## src/rtl/anneal_sequencer.sv

```systemverilog
// anneal_sequencer: run controller for an annealing node array.
// Each iteration issues random_run, dist_run (then waits DIST_LAT cycles),
// metropolis_run, an optional replica_run, exchange_run (then waits EXCH_LAT
// cycles) and toggles exchange_bank. Repeats for iter_num iterations, then
// pulses done.
// Optional feature macro: REPLICA_EXCHANGE_EN enables the REPL state; without
// it replica_run is tied low and no replica counter exists.
// Ports:
//   clk            rising-edge clock
//   reset          asynchronous active-low reset
//   start          begin a run (sampled only in IDLE)
//   abort          terminate the current run, no done pulse
//   iter_num[15:0] iterations per run, latched on accepted start
//   random_run, dist_run, metropolis_run, replica_run, exchange_run
//                  one-cycle run pulses (mutually exclusive)
//   exchange_bank  ordering bank select
//   busy           high in every state except IDLE
//   done           one-cycle pulse at normal run completion
module anneal_sequencer #(
    parameter int unsigned DIST_LAT      = 8,
    parameter int unsigned EXCH_LAT      = 32,
    parameter int unsigned REPL_INTERVAL = 4
) (
    input  logic        clk,
    input  logic        reset,
    input  logic        start,
    input  logic        abort,
    input  logic [15:0] iter_num,
    output logic        random_run,
    output logic        dist_run,
    output logic        metropolis_run,
    output logic        replica_run,
    output logic        exchange_run,
    output logic        exchange_bank,
    output logic        busy,
    output logic        done
);

    localparam int unsigned CNT_W  = 16;
    localparam int unsigned WAIT_W = 8;
    localparam logic [WAIT_W-1:0] DIST_LAST = WAIT_W'(DIST_LAT - 1);
    localparam logic [WAIT_W-1:0] EXCH_LAST = WAIT_W'(EXCH_LAT - 1);

    // Elaboration-time parameter range checks
    if (DIST_LAT < 1 || DIST_LAT > 255) begin : g_bad_dist_lat
        $error("DIST_LAT out of range 1..255");
    end
    if (EXCH_LAT < 1 || EXCH_LAT > 255) begin : g_bad_exch_lat
        $error("EXCH_LAT out of range 1..255");
    end
    if (REPL_INTERVAL < 1 || REPL_INTERVAL > 65535) begin : g_bad_repl_interval
        $error("REPL_INTERVAL out of range 1..65535");
    end

    typedef enum logic [2:0] {
        IDLE  = 3'd0,
        RAND  = 3'd1,
        DIST  = 3'd2,
        METRO = 3'd3,
        REPL  = 3'd4,
        EXCH  = 3'd5,
        WAIT  = 3'd6
    } state_t;

    state_t              state_q, state_d;
    logic [WAIT_W-1:0]   wait_q, wait_d;
    logic [CNT_W-1:0]    iter_cnt_q, iter_cnt_d;
    logic [CNT_W-1:0]    iter_max_q, iter_max_d;
    logic random_d, dist_d, metro_d, exch_d, bank_d, busy_d, done_d;

`ifdef REPLICA_EXCHANGE_EN
    localparam logic [CNT_W-1:0] REPL_LAST = CNT_W'(REPL_INTERVAL - 1);
    logic [CNT_W-1:0] repl_cnt_q, repl_cnt_d;
    logic             replica_d;
`else
    assign replica_run = 1'b0;
`endif

    // Next state, counters and next values of the registered outputs
    always_comb begin
        state_d    = state_q;
        wait_d     = wait_q;
        iter_cnt_d = iter_cnt_q;
        iter_max_d = iter_max_q;
        random_d   = 1'b0;
        dist_d     = 1'b0;
        metro_d    = 1'b0;
        exch_d     = 1'b0;
        bank_d     = exchange_bank;
        done_d     = 1'b0;
`ifdef REPLICA_EXCHANGE_EN
        repl_cnt_d = repl_cnt_q;
        replica_d  = 1'b0;
`endif
        if (abort) begin
            // Abort wins over start and freezes the bank
            state_d = IDLE;
        end else begin
            case (state_q)
                IDLE: begin
                    if (start) begin
                        if (iter_num == '0) begin
                            done_d = 1'b1;
                        end else begin
                            iter_max_d = iter_num;
                            iter_cnt_d = '0;
`ifdef REPLICA_EXCHANGE_EN
                            repl_cnt_d = '0;
`endif
                            state_d    = RAND;
                            random_d   = 1'b1;
                        end
                    end
                end
                RAND: begin
                    state_d = DIST;
                    dist_d  = 1'b1;
                    wait_d  = DIST_LAST;
                end
                DIST: begin
                    if (wait_q == '0) begin
                        state_d = METRO;
                        metro_d = 1'b1;
                    end else begin
                        wait_d = wait_q - WAIT_W'(1);
                    end
                end
                METRO: begin
`ifdef REPLICA_EXCHANGE_EN
                    if (repl_cnt_q == REPL_LAST) begin
                        state_d   = REPL;
                        replica_d = 1'b1;
                    end else begin
                        state_d = EXCH;
                        exch_d  = 1'b1;
                    end
`else
                    state_d = EXCH;
                    exch_d  = 1'b1;
`endif
                end
                REPL: begin
                    state_d = EXCH;
                    exch_d  = 1'b1;
                end
                EXCH: begin
                    state_d = WAIT;
                    wait_d  = EXCH_LAST;
                end
                WAIT: begin
                    if (wait_q == '0) begin
                        bank_d     = ~exchange_bank;
                        iter_cnt_d = iter_cnt_q + CNT_W'(1);
`ifdef REPLICA_EXCHANGE_EN
                        repl_cnt_d = (repl_cnt_q == REPL_LAST) ? '0
                                   : repl_cnt_q + CNT_W'(1);
`endif
                        if (iter_cnt_d == iter_max_q) begin
                            state_d = IDLE;
                            done_d  = 1'b1;
                        end else begin
                            state_d  = RAND;
                            random_d = 1'b1;
                        end
                    end else begin
                        wait_d = wait_q - WAIT_W'(1);
                    end
                end
                default: state_d = IDLE;
            endcase
        end
        busy_d = (state_d != IDLE);
    end

    // State, counters and output registers
    always_ff @(posedge clk or negedge reset) begin
        if (!reset) begin
            state_q        <= IDLE;
            wait_q         <= '0;
            iter_cnt_q     <= '0;
            iter_max_q     <= '0;
            random_run     <= 1'b0;
            dist_run       <= 1'b0;
            metropolis_run <= 1'b0;
            exchange_run   <= 1'b0;
            exchange_bank  <= 1'b0;
            busy           <= 1'b0;
            done           <= 1'b0;
        end else begin
            state_q        <= state_d;
            wait_q         <= wait_d;
            iter_cnt_q     <= iter_cnt_d;
            iter_max_q     <= iter_max_d;
            random_run     <= random_d;
            dist_run       <= dist_d;
            metropolis_run <= metro_d;
            exchange_run   <= exch_d;
            exchange_bank  <= bank_d;
            busy           <= busy_d;
            done           <= done_d;
        end
    end

`ifdef REPLICA_EXCHANGE_EN
    // Replica interval counter and its pulse
    always_ff @(posedge clk or negedge reset) begin
        if (!reset) begin
            repl_cnt_q  <= '0;
            replica_run <= 1'b0;
        end else begin
            repl_cnt_q  <= repl_cnt_d;
            replica_run <= replica_d;
        end
    end
`endif

endmodule

```

## config.mk

```make
export PLATFORM = sky130hd
export DESIGN_NAME = anneal_sequencer
export DESIGN_NICKNAME = d
export VERILOG_FILES = /design/src/rtl/anneal_sequencer.sv
export SDC_FILE = /design/constraint.sdc
export NUM_CORES = 1
export LEC_CHECK = 0
export CORE_MARGIN = 4
export CORE_UTILIZATION = 33
export CTS_CLUSTER_SIZE = 25
export DETAILED_ROUTE_END_ITERATION = 10
export PLACE_DENSITY_LB_ADDON = 0.12
export SKIP_CTS_REPAIR_TIMING = 1
export SLEW_MARGIN = 10
export SYNTH_ARGS = -nofsm -noshare
export SYNTH_HDL_FRONTEND = slang
export SYNTH_SLANG_ARGS = --single-unit
export TNS_END_PERCENT = 100
```

## constraint.sdc

```tcl
create_clock -name clk -period 5.5 [get_ports clk]
set_clock_uncertainty 0.05 [all_clocks]
set_input_delay 1.65 -clock clk [delete_from_list [all_inputs] [get_ports clk]]
set_output_delay 1.65 -clock clk [all_outputs]
set_load 0.03 [all_outputs]
```

Word level (Yosys, flattened, before mapping)
Cells that the tools add are included.

Word-level logic and storage cells: 71. Output and inout port bits: 8. Register bits: 50. Input port bits: 20.

Reductions and logical operators: 12. $add $sub $neg: 2. Mux-type cells: 32. Bitwise operators: 3. Equal/unequal tests: 11.

Operators by type and width (count): 2-to-1 mux 16 bit (3); one-hot mux 16 bit (2 select lines) (1); one-hot mux 8 bit (3 select lines) (1); 2-to-1 mux 1 bit (18); one-hot mux 3 bit (6 select lines) (1); adder 16 x 1 -> 16 bit, second input constant (1); equality test 16 bit (1); zero test 16 bit (1); 2-to-1 mux 3 bit (5); equality test 3 bit, second input constant (3); zero test 8 bit (1); 2-to-1 mux 8 bit (1); != test 2 bit, second input constant (4); subtractor 8 x 1 -> 8 bit, second input constant (1); equality test 3 x 2 -> 1 bit, second input constant (2); AND reduction 3 bit (2); nonzero test 3 bit (2); AND reduction 5 bit (1); one-hot mux 1 bit (2 select lines) (2); AND reduction 4 bit (1); OR reduction 2 bit (2); equality test 3 x 1 -> 1 bit, second input constant (1); zero test 3 bit (1); inverter 1 bit (3); nonzero test 2 bit (1).

Longest topological paths before layout
Depth in word-level cells: 7. Mapped depth: 10. Depth with buffers taken out: 8.

Worst setup path after synthesis
OpenSTA, ideal clock, no wires.

Path type: input port to flip-flop. Start: in iter_num[8]. End: reg iter_max_q[10]. Path slack: 2367 ps. Cell stages on the path: 6. Data arrival time: 2958 ps. Data required time: 5325 ps. Path buffers: 1. Setup time: 125 ps. Cells stage by stage: nor4_1 -> nand4_1 -> nand3_1 -> nor4_4 -> buf_4 -> mux2_2.

Word-level cells in the longest chain between the ends: 3.

RTL lines: start: declaration (RTL line 28) `input logic [15:0] iter_num,`; zero test 16 bit (RTL line 102) `if (iter_num == '0) begin`; inverter 1 bit (no line); AND reduction 4 bit (no line); end signal: assignment (RTL line 193) `iter_max_q <= iter_max_d;`; end: declaration (RTL line 68) `logic [CNT_W-1:0] iter_max_q, iter_max_d;`.

No other way between the ends. A chain may end at the register's enable or synchronous reset.

Final worst setup path
Start: in abort. End: reg iter_cnt_q[5].

Word-level cells in the longest chain between the ends: 2.

RTL lines: start: declaration (RTL line 27) `input logic abort,`; inverter 1 bit (no line); AND reduction 5 bit (no line); end signal: assignment (RTL line 192) `iter_cnt_q <= iter_cnt_d;`; end: declaration (RTL line 67) `logic [CNT_W-1:0] iter_cnt_q, iter_cnt_d;`.

No other way between the ends.

==> reports/results.txt <==
Synth unique cells = 57
Clk sinks = 50
Layout area overhead = 14.2%
Row count = 33
First-pass GRT wire length = 10,900 um
Port bufs = 26
CTS max path bufs = 2
CP top delay family = simple AND/OR/NAND/NOR gates
CTS tree = yes
Number of max-cap violations = 0
CP max stage cell = nand3_1
Antenna cells = 0
FF+latch count, synth = 50
Main synth FF type = dfrtp_1
Vias = 2,180
Worst path cell trace = clkdlybuf4s50_1 > nor2_1 > nand3_1 > a31oi_1 > o21ai_0 > o41ai_1
Highest Signal Layer = met4
CP arrival = 4000 ps
Syn Nets = 309
Number of global-route vias before repair = 2,173
Yosys warns = 0
Share of layout cells above drive strength 1 = 14.4%
Top Ports = 28
Cells after DPL = 402
Non-filler cells, final = 410
Via density = 5.32
Syn avg cell area = 9.92 um2
Fin Setup TNS = 0 ps
Die X-Extent = 101 um
Setup CP Type = in -> reg
P per Cell Area = 308 nW/um2
CP required = 5640 ps
Wire per inst = 15.8 um
Final Max Slew Viols = 0
DRT Wirelength = 6460 um
Worst Path Buf+Inv = 1
M1 WL = 2930 um
Worst setup margin = 1650 ps
Syn Inst Count = 287
Later-pin clock latency in the skew report = 300 ps
Synth async-reset ratio = 100%
Root Buffer = clkbuf_8
Initial Util = 34.3%
Startpoint types = primary input
Status = finished clean
Met3 routed WL = 190 um
Initial antenna violation count = 0
Mapped Area = 2850 um2
Tmin final = 3850 ps
Final setup violating endpoints = 0
Hpwl dp = 4540 um
H-Tree Depth = 2
Core footprint = 8300 um2
CP peak stage delay = 690 ps
Die area = 10,200 um2
EDFF count, synth = 0
Antenna Nets Post-Route = 0
Slew of the pin with the lowest slew margin = 865 ps
Global Route Usage Sum = 13.4%
GP Congestion = 0.785
Total grt overflow = 0
Final period util = 70.1%
CTS buffer count = 5
RSZ-0062 raised after global routing = false
F_max = 0.260 GHz
Crit. End Element = flip-flop
Hold crit path type = reg -> reg
Final nets = 326
Most common cell after layout, fill and taps aside = dfrtp_1
Drt drc = 0
Initial DRC count = 80
Largest net degree at the start of global routing = 51
Peak supply drop = 0.145 mV
Seq/Total Area, Yosys = 44.0%
Initial DRT Pass Iterations = 4
Slew Limit Headroom = 42.1%
Crit-path max FO = 21
Die height = 101 um
Final hold violation count = 0
DP Worst Slack = 1260 ps
Met2 Wirelength = 3250 um
Most frequent cells in the layout = 50 x dfrtp_1, 25 x clkdlybuf4s50_1, 22 x o21ai_0, 21 x nor2_1, 21 x nand2_1
Reg clk slew, reported paths = 90 ps
Leakage = 1.32 nW
routing by layer:
metal  vias up  track usage [%]
met2        27             22.4
met1      1062             17.3
met5         -                0
met4         0             4.46
li1       1081                -
met3        10             2.77
final timing paths:
kind | from | endpoint | slack, ps | cells after the start
min in group asynchronous | reset | iter_max_q[4]$_DFFE_PN0P_ | 1390 | 2
min | exchange_bank$_DFFE_PN0P_ | exchange_bank$_DFFE_PN0P_ | 450 | 1
max reg2reg | wait_q[0]$_DFFE_PN0P_ | iter_cnt_q[5]$_DFFE_PN0P_ | 2330 | 8
min reg2reg | exchange_bank$_DFFE_PN0P_ | exchange_bank$_DFFE_PN0P_ | 450 | 1
max | abort | iter_cnt_q[5]$_DFFE_PN0P_ | 1650 | 6
max in group asynchronous | reset | wait_q[1]$_DFFE_PN0P_ | 3560 | 2
Yosys cell counts (4+ instances only):
cell      count  share of area [%]
xor2_1        9                2.8
nand2b_1      4               0.88
and3_1        4               0.88
clkbuf_1      7               0.92
o21ai_0      22                3.9
dfrtp_1      50                 44
nor2b_1       4               0.88
xnor2_1      19                5.8
nand3_1      10                1.8
a21oi_1      13                2.3
buf_2         6                1.1
nand4_1       5                1.1
nor3_1        7                1.2
nor2_1       21                2.8
o31ai_1       6                1.6
nand2_1      21                2.8
nor4_1        9                2.0
mux2_2       16                6.3
final cells by class:
cell class	instances	area, um2
fill	854	5050
multi-input combinational	217	1500
sequential	50	1250
timing repair buffer	28	270
tap	105	131
clock buffer	7	86.3
inverter	2	7.51
clock inverter	1	5.00
flip-flops by register name (all words and copies together), names as in the netlist:
signal	cells
state_q	3
iter_max_q	16
done	1
busy	1
wait_q	8
iter_cnt_q	16
random_run	1
metropolis_run	1
dist_run	1
exchange_run	1
exchange_bank	1
through the flow:
stage	utilization [%]	power (mW)	hold slack, ps	area, um2
floorplan	-	0.709	432	2850
global placement	38.1	0.786	449	3160
detailed placement	38.1	0.787	457	3160
CTS	39.2	1.02	474	3250
global route	39.2	1.07	485	3250
finish	39.2	1.00	453	3250
report_power, final:
| part | total (mW) | switching (mW) | leakage (nW) | internal, mW |
|---|---|---|---|---|
| combinational | 0.267 | 0.120 | 0.621 | 0.147 |
| clock | 0.225 | 0.123 | 0.0482 | 0.102 |
| sequential | 0.510 | 0.0666 | 0.649 | 0.443 |
kinds of logic after synthesis:
family | Yosys count | synth area share [%]
adders and majority gates | 2 | 0.879
muxes | 17 | 6.68
other | 1 | 0.132
DFF | 50 | 44.0
buffers and inverters | 20 | 3.38
AOI/OAI and AO/OA | 63 | 14.6
xor gates and xnor gates | 28 | 8.62
and+or+nand+nor | 106 | 21.7
(Power assumes the default switching activity.)
